==> src/rtl/fifo_arb_pkg.sv <==
// Shared types and defaults for the FIFO write-side burst arbiter.
// Also hosts the index-width helper used by the arbiter and picker.
package fifo_arb_pkg;

    typedef enum logic {
        IDLE = 1'b0,
        XFER = 1'b1
    } arb_state_t;

    localparam int DEF_DATA_WIDTH  = 16;
    localparam int DEF_NUM_REQ     = 4;
    localparam int DEF_MAX_BURST   = 8;
    localparam int DEF_STALL_LIMIT = 16;

    function automatic int idx_w(input int n);
        return (n > 1) ? $clog2(n) : 1;
    endfunction

endpackage

==> src/rtl/fifo_burst_arbiter_rr_picker.sv <==
// Round-robin picker: first valid requester at or above rr_ptr, wrapping.
// Purely combinational so read-side schedulers can share it.
module rr_picker
    import fifo_arb_pkg::*;
#(
    parameter int NUM_REQ = DEF_NUM_REQ,
    localparam int IW = idx_w(NUM_REQ)
) (
    input  logic [NUM_REQ-1:0] req_valid,
    input  logic [IW-1:0]      rr_ptr,
    output logic               any,
    output logic [IW-1:0]      winner
);

    localparam int SW = IW + 1;

    logic [SW-1:0] slot;

    // scan from the farthest offset down so the nearest valid wins last
    always_comb begin
        any    = 1'b0;
        winner = '0;
        slot   = '0;
        for (int i = NUM_REQ - 1; i >= 0; i--) begin
            slot = {1'b0, rr_ptr} + SW'(i);
            if (slot >= SW'(NUM_REQ)) begin
                slot = slot - SW'(NUM_REQ);
            end
            if (req_valid[slot[IW-1:0]]) begin
                any    = 1'b1;
                winner = slot[IW-1:0];
            end
        end
    end

endmodule

==> src/rtl/fifo_burst_arbiter.sv <==
// Round-robin burst arbiter feeding the single write port of a FIFO.
// A grant lasts until last beat, the beat cap, or a stall timeout.
module fifo_burst_arbiter
    import fifo_arb_pkg::*;
#(
    parameter int DATA_WIDTH  = DEF_DATA_WIDTH,
    parameter int NUM_REQ     = DEF_NUM_REQ,
    parameter int MAX_BURST   = DEF_MAX_BURST,
    parameter int STALL_LIMIT = DEF_STALL_LIMIT,
    localparam int IW = idx_w(NUM_REQ)
) (
    input  logic                          clk,
    input  logic                          rst_n,
    input  logic [NUM_REQ-1:0]            req_valid,
    input  logic [NUM_REQ*DATA_WIDTH-1:0] req_data,
    input  logic [NUM_REQ-1:0]            req_last,
    output logic [NUM_REQ-1:0]            req_ready,
    input  logic                          fifo_full,
    output logic                          fifo_wen,
    output logic [DATA_WIDTH-1:0]         fifo_din,
    output logic [IW-1:0]                 grant_id,
    output logic                          busy
);

    localparam int BW = $clog2(MAX_BURST + 1);
    localparam int SW = $clog2(STALL_LIMIT + 1);

    arb_state_t state_q, state_d;
    logic [IW-1:0] rr_ptr_q, rr_ptr_d;
    logic [IW-1:0] grant_q, grant_d;
    logic [BW-1:0] beat_q, beat_d;
    logic [SW-1:0] stall_q, stall_d;

    logic pick_any;
    logic [IW-1:0] pick_idx;

    logic g_valid;
    logic g_last;
    logic [DATA_WIDTH-1:0] g_data;

    logic xfer;
    logic port_open;
    logic beat;
    logic stall;
    logic cap_hit;
    logic stall_hit;
    logic [BW-1:0] beat_inc;
    logic [SW-1:0] stall_inc;
    logic [IW-1:0] next_ptr;

    rr_picker #(
        .NUM_REQ(NUM_REQ)
    ) u_picker (
        .req_valid(req_valid),
        .rr_ptr   (rr_ptr_q),
        .any      (pick_any),
        .winner   (pick_idx)
    );

    // view of the currently granted requester only
    always_comb begin
        g_valid = req_valid[grant_q];
        g_last  = req_last[grant_q];
        g_data  = req_data[grant_q*DATA_WIDTH +: DATA_WIDTH];
    end

    // handshake, FIFO write port and burst-end conditions
    always_comb begin
        xfer      = (state_q == XFER);
        port_open = xfer && !fifo_full && rst_n;
        beat      = port_open && g_valid;
        stall     = xfer && !fifo_full && !g_valid;
        beat_inc  = beat_q + BW'(1);
        stall_inc = stall_q + SW'(1);
        cap_hit   = (beat_inc == BW'(MAX_BURST));
        stall_hit = (stall_inc == SW'(STALL_LIMIT));
        next_ptr  = (grant_q == IW'(NUM_REQ - 1)) ? '0 : grant_q + IW'(1);
        req_ready = '0;
        for (int i = 0; i < NUM_REQ; i++) begin
            req_ready[i] = port_open && (grant_q == IW'(i));
        end
        fifo_wen = beat;
        fifo_din = beat ? g_data : '0;
        grant_id = grant_q;
        busy     = xfer;
    end

    // next-state: arbitrate in IDLE, count beats/stalls in XFER
    always_comb begin
        state_d  = state_q;
        rr_ptr_d = rr_ptr_q;
        grant_d  = grant_q;
        beat_d   = beat_q;
        stall_d  = stall_q;
        unique case (state_q)
            IDLE: begin
                if (pick_any) begin
                    grant_d = pick_idx;
                    beat_d  = '0;
                    stall_d = '0;
                    state_d = XFER;
                end
            end
            XFER: begin
                if (beat) begin
                    beat_d  = beat_inc;
                    stall_d = '0;
                    if (g_last || cap_hit) begin
                        state_d  = IDLE;
                        rr_ptr_d = next_ptr;
                    end
                end else if (stall) begin
                    stall_d = stall_inc;
                    if (stall_hit) begin
                        state_d  = IDLE;
                        rr_ptr_d = next_ptr;
                    end
                end
            end
            default: state_d = IDLE;
        endcase
    end

    // state and counter registers, synchronous active-low reset
    always_ff @(posedge clk) begin
        if (!rst_n) begin
            state_q  <= IDLE;
            rr_ptr_q <= '0;
            grant_q  <= '0;
            beat_q   <= '0;
            stall_q  <= '0;
        end else begin
            state_q  <= state_d;
            rr_ptr_q <= rr_ptr_d;
            grant_q  <= grant_d;
            beat_q   <= beat_d;
            stall_q  <= stall_d;
        end
    end

endmodule

==> config.mk <==
export PLATFORM = sky130hd
export DESIGN_NAME = fifo_burst_arbiter
export DESIGN_NICKNAME = d
export VERILOG_FILES = /design/src/rtl/fifo_arb_pkg.sv /design/src/rtl/fifo_burst_arbiter_rr_picker.sv /design/src/rtl/fifo_burst_arbiter.sv
export SDC_FILE = /design/constraint.sdc
export NUM_CORES = 1
export LEC_CHECK = 0
export CAP_MARGIN = 40
export CORE_MARGIN = 4
export CORE_UTILIZATION = 32
export CTS_CLUSTER_SIZE = 24
export DETAILED_ROUTE_END_ITERATION = 6
export PLACE_DENSITY = 0.81
export SETUP_SLACK_MARGIN = 0.02
export SLEW_MARGIN = 20
export SYNTH_ARGS = -nofsm -noshare
export SYNTH_HDL_FRONTEND = slang
export SYNTH_SLANG_ARGS = --single-unit
export TNS_END_PERCENT = 1
==> constraint.sdc <==
create_clock -name clk -period 1.9 [get_ports clk]
set_clock_uncertainty 0.15 [all_clocks]
set_input_delay 0.38 -clock clk [delete_from_list [all_inputs] [get_ports clk]]
set_output_delay 0.38 -clock clk [all_outputs]
set_load 0.05 [all_outputs]
Yosys cells after proc, flatten, opt, wreduce, memory -nomap -nowiden
Cells that the tools add are included.

word-level totals
  memories kept = 0
  bits in latches = 0
  bits in registers = 14
  memory bits (writable) = 0
  bits in read-only memories = 0
  word-level logic and storage cells = 96
  input port bits = 75

cells by class
  shift operators = 1
  bitwise logic cells = 1
  equality and inequality tests = 9
  multiply operators = 0
  order comparisons = 9
  reduce and logical (&&, ||, !) cells = 18
  add/subtract/negate cells = 10
  mux-type cells = 43
  divide/modulo/power cells = 0

operators with widths
  cell                                                       number
  indexed part select 64 x 7 -> 16 bit                       1
  2-to-1 mux 2 bit                                           13
  2-to-1 mux 16 bit                                          1
  < comparator 2 x 3 -> 1 bit (second input constant)        5
  2-to-1 mux 1 bit                                           15
  2-to-1 mux 5 bit                                           3
  binary-select mux 1 bit (select 2 bit)                     6
  one-hot mux 5 bit (2 select lines)                         1
  greater-or-equal comparator 3 bit (second input constant)  3
  logical AND 1 bit                                          8
  2-to-1 mux 4 bit                                           2
  one-hot mux 4 bit (2 select lines)                         1
  subtractor 2 x 1 -> 2 bit (second input constant)          4
  adder 2 x 2 -> 3 bit (second input constant)               2
  AND reduction 2 bit                                        3
  adder 5 x 1 -> 5 bit (second input constant)               1
  equality test 5 bit (second input constant)                1
  adder 4 x 1 -> 4 bit (second input constant)               1
  equality test 2 bit (second input constant)                2
  equality test 4 bit (second input constant)                1
  inequality test 2 bit (second input constant)              2
  AND reduction 4 bit                                        1
  nonzero test 2 bit                                         2
  adder 2 x 1 -> 3 bit (second input constant)               1
  other kinds (10)                                           11

Logic depth before layout (Yosys ltp)
  word-level depth = 11
  depth in mapped cells = 6

Hierarchy
From an unflattened synthesis, not the netlist that was laid out.

unflattened totals
  cell total of the unflattened synthesis = 144
  area total of the unflattened synthesis = 1400.1 µm²

modules (own cells, without submodules)
  module              times used  area an instance (µm²)  cells an instance  sequential area each (µm²)
  fifo_burst_arbiter  1           1322.5                  131                280.3
  rr_picker           1           77.6                    13                 0.0

Worst setup path after synthesis
OpenSTA, ideal clock, no wires.

  kind = register to output
  start point = reg grant_q[0] (netlist: grant_id[0])
  end point = out fifo_din[10]
  data required time = 1.370 ns
  slack = -0.731 ns
  arrival time = 2.101 ns
  cell stages (with the launch flop) = 5
  buffers on the path = 2
  path through = dfxtp_1 > buf_6 > buf_2 > mux4_2 > and3_1

between the ends
  word-level cells in the longest chain between the ends = 4
  elaborated cells on any way between the ends = 5

ends and longest elaborated chain
  element                                                                                       line                       source
  start, declared                                                                               fifo_burst_arbiter.sv:30   logic [IW-1:0] grant_q, grant_d;
  start signal, assigned                                                                        fifo_burst_arbiter.sv:135  grant_q <= grant_d;
  parallel branches: the longest is 3 deep, another holds indexed part select 64 x 7 -> 16 bit  n/a
  2-to-1 mux 16 bit *                                                                           fifo_burst_arbiter.sv:83   fifo_din = beat ? g_data : '0;
  end, declared                                                                                 fifo_burst_arbiter.sv:20   output logic [DATA_WIDTH-1:0] fifo_din,

Mark *: on every way between the ends. The select of a mux whose other input is x is not followed.

Worst setup path after layout
  start point = reg grant_q[0] (netlist: grant_id[0])
  end point = out fifo_din[5]

Same word-level chain as after synthesis.

==> metrics.cfg <==
[worst_setup_path]
worstPathArrival_ps = 1790
reg2reg_from = grant_id[0]
cp-startpoint = grant_id[0]
endpoint = fifo_din[5]
rrSetupSlack_ps = -290
r2r_end = stall_q[4]
worstPathMaxFanout = 7
rr_worst_depth = 6
crit_path_end_kind = output port
critical_path_class = flip-flop to output port
cp_data_required_time_ps = 1370
start_kind = flip-flop

[layout]
layout.cells.non_filler = 313
area_growth_pct = 110
diodes = 0
drive_gt1_share_pct = 36.0
design_area_mm2 = 0.00304
nets = 343

[floorplan]
pin_count = 99
dieArea_mm2 = 0.00565
fp-row-count = 24
core_area_mm2 = 0.00435
fp.dieH_um = 75.1
die_w_um = 75.1
start_util_pct = 33.1

[clocking]
clk_pin_slew_ps = 60
clock-sinks = 14
root_buffer = clkbuf_8
clockBufferDepth = 2
cts_tree = built
clk_latency_ps = 250
ctsHoldBuffers = 0
htreeDepth = 1
cts_buffers = 3

[outcome]
violations = setup timing
status = complete, but fails checks

[global_routing]
grt_util_all_layers_pct = 21.3
grt_pass1_vias = 1818
overflow = 0
grt_pass1_wl_um = 9050
grt_max_degree = 23
grt_antenna_before_repair = 0

[power]
p_leak_nw = 1.13
p_sw_uw = 311
power.density_mw_per_mm2 = 368
combPwrFrac_pct = 45.7
power.internal_uw = 805
p_sw_share_pct = 27.8
p_seq_share_pct = 27.8
peakVddDrop_mv = 0.357
clkPwrFrac_pct = 26.5

[sta]
setup-violations-final = 31
hold_viol = 0
worst_slew_pin_slew_ps = 310
fin_tns_setup_ps = -8940
slew_headroom_pct = 79.2
finalCritPeriodShare_pct = 122
rsz0062_at_grt = true
post-route-min-period_ps = 2320
worst_slack_ps = -416
fmax_mhz = 432
final_max_slew_viol_count = 0

[place]
place_inst = 306
globalplace.congestion = 0.863
port_buffers = 98
place_area_mm2 = 0.00289
dp_hpwl_um = 4600

[hold_path]
hold_path.class = flip-flop to flip-flop

[yosys]
syn_nets = 233
syn_avg_cell_area_um2 = 9.49
syn_area_mm2 = 0.00144
synth_cells = 152
synth.distinct_cells = 36
yosysWarnings = 0
ys_seq_area_share_pct = 19.4
synth_seq_cells = 14

[detailed_routing]
finalWirelength_um = 5880
wl_per_cell_um = 18.8
drc = 0
vias_per_cell = 5.43
dr.pass1.iters = 4
drtIter0Drc = 43
antenna_left = 0
vias = 1699

[flow_run]
maxCapViolCount = 0

layout by cell type (no fill, tap or decap), types with 7 or more instances in the layout:
cell              n
a21oi_1           7
and3_4           16
buf_12           27
buf_4            11
clkdlybuf4s50_1  70
dfxtp_1          11
inv_1             8
mux4_2           16
nand2_1          13
nand3_1           7
power groups by stage:
stage / Clock (mW) / Combinational, mW / Sequential (mW)
global route: 0.311 / 0.540 / 0.311
global placement: 0 / 0.460 / 0.315
floorplan: 0 / 0.199 / 0.325
finish: 0.295 / 0.510 / 0.310
CTS: 0.303 / 0.510 / 0.310
detailed placement: 0 / 0.472 / 0.316
kinds of logic after synthesis:
family	synth area share (%)
flops	19.4
mux	30.7
fa+ha+maj	5.20
simple gates	25.4
buf+inv	6.16
compound gates	12.5
xor+xnor	0.607
routing by layer:
layer | GRT usage, % | part of all wire (%) | routed length [µm]
met5 | 0 | 0 | 0
met4 | 9.32 | 3.6 | 209
met3 | 4.27 | 8.5 | 497
met2 | 42.6 | 54 | 3190
met1 | 20.7 | 34 | 1980
synth_stat cells:
| cell | n | area share (%) |
|---|---|---|
| and3_1 | 16 | 6.9 |
| mux4_2 | 16 | 25 |
| dfxtp_1 | 14 | 19 |
| nand2_1 | 14 | 3.6 |
| inv_1 | 9 | 2.3 |
| a21oi_1 | 7 | 2.4 |
| nand3_1 | 7 | 2.4 |
| clkbuf_1 | 6 | 1.6 |
| ha_1 | 6 | 5.2 |
| nor2_1 | 6 | 1.6 |
| and2_1 | 5 | 2.2 |
| o21ai_0 | 5 | 1.7 |
| a31oi_1 | 4 | 1.7 |
| o22ai_1 | 4 | 1.7 |
| mux2i_1 | 3 | 2.1 |
| nor2b_1 | 3 | 1.3 |
| and2b_1 | 2 | 1.0 |
| and2b_2 | 2 | 1.2 |
| buf_2 | 2 | 0.69 |
| buf_6 | 2 | 1.6 |
| mux4_1 | 2 | 3.6 |
| nand2b_1 | 2 | 0.87 |
| nor4_1 | 2 | 0.87 |
| a21boi_0 | 1 | 0.52 |
| a21boi_1 | 1 | 0.52 |
| a22oi_1 | 1 | 0.52 |
| a31oi_2 | 1 | 0.87 |
| and3b_1 | 1 | 0.61 |
| nand2_2 | 1 | 0.43 |
| nand2b_4 | 1 | 0.95 |
| nor3b_1 | 1 | 0.52 |
| o21a_1 | 1 | 0.52 |
| o32ai_4 | 1 | 1.9 |
| or2_2 | 1 | 0.43 |
| or3_1 | 1 | 0.43 |
| xnor2_1 | 1 | 0.61 |
registers in the layout, indices dropped and copies added (netlist names):
register  cells
stall_q       5
busy          1
beat_q        4
rr_ptr_q      2
grant_id      2
stage by stage:
step	power [mW]	worst slack [ps]	hold slack, ps	utilization (%)
floorplan	0.524	-169	298	-
global placement	0.775	-468	320	66.3
detailed placement	0.788	-494	332	66.3
CTS	1.12	-431	348	69.6
global route	1.16	-447	361	69.7
finish	1.12	-416	345	69.7
critical path, cell delays in order (launching register included):
cell and delay (ps):
dfxtp_4 380, mux4_2 640, buf_16 200, and3_4 170, buf_12 140
worst min path at each step:
stage | end | cells past startpoint | slack, ps | startpoint
2_1_floorplan | stall_q[3] | 1 | 300 | stall_q[3]
3_3_place_gp | stall_q[3] | 1 | 320 | stall_q[3]
3_5_place_dp | stall_q[2] | 1 | 330 | stall_q[2]
4_1_cts | stall_q[3] | 1 | 350 | stall_q[3]
5_1_grt | rr_ptr_q[0] | 2 | 360 | rr_ptr_q[0]
6_report | rr_ptr_q[0] | 2 | 350 | rr_ptr_q[0]
layout make-up:
| class | instances | area (µm²) |
|---|---|---|
| Fill cell | 332 | 1320 |
| Clock buffer | 4 | 55.1 |
| Timing Repair Buffer | 115 | 1430 |
| Multi-Input combinational cell | 119 | 1170 |
| Tap cell | 52 | 65.1 |
| Inverter | 9 | 33.8 |
| Sequential cell | 14 | 289 |
repair_timing:
action                     in CTS  in global routing
setup endpoints to repair      35                 35
cloned                          2                  0
buffers inserted                1                  0
pin swaps                      13                  0
gates resized for setup        18                  1
(Power assumes the default switching activity.)
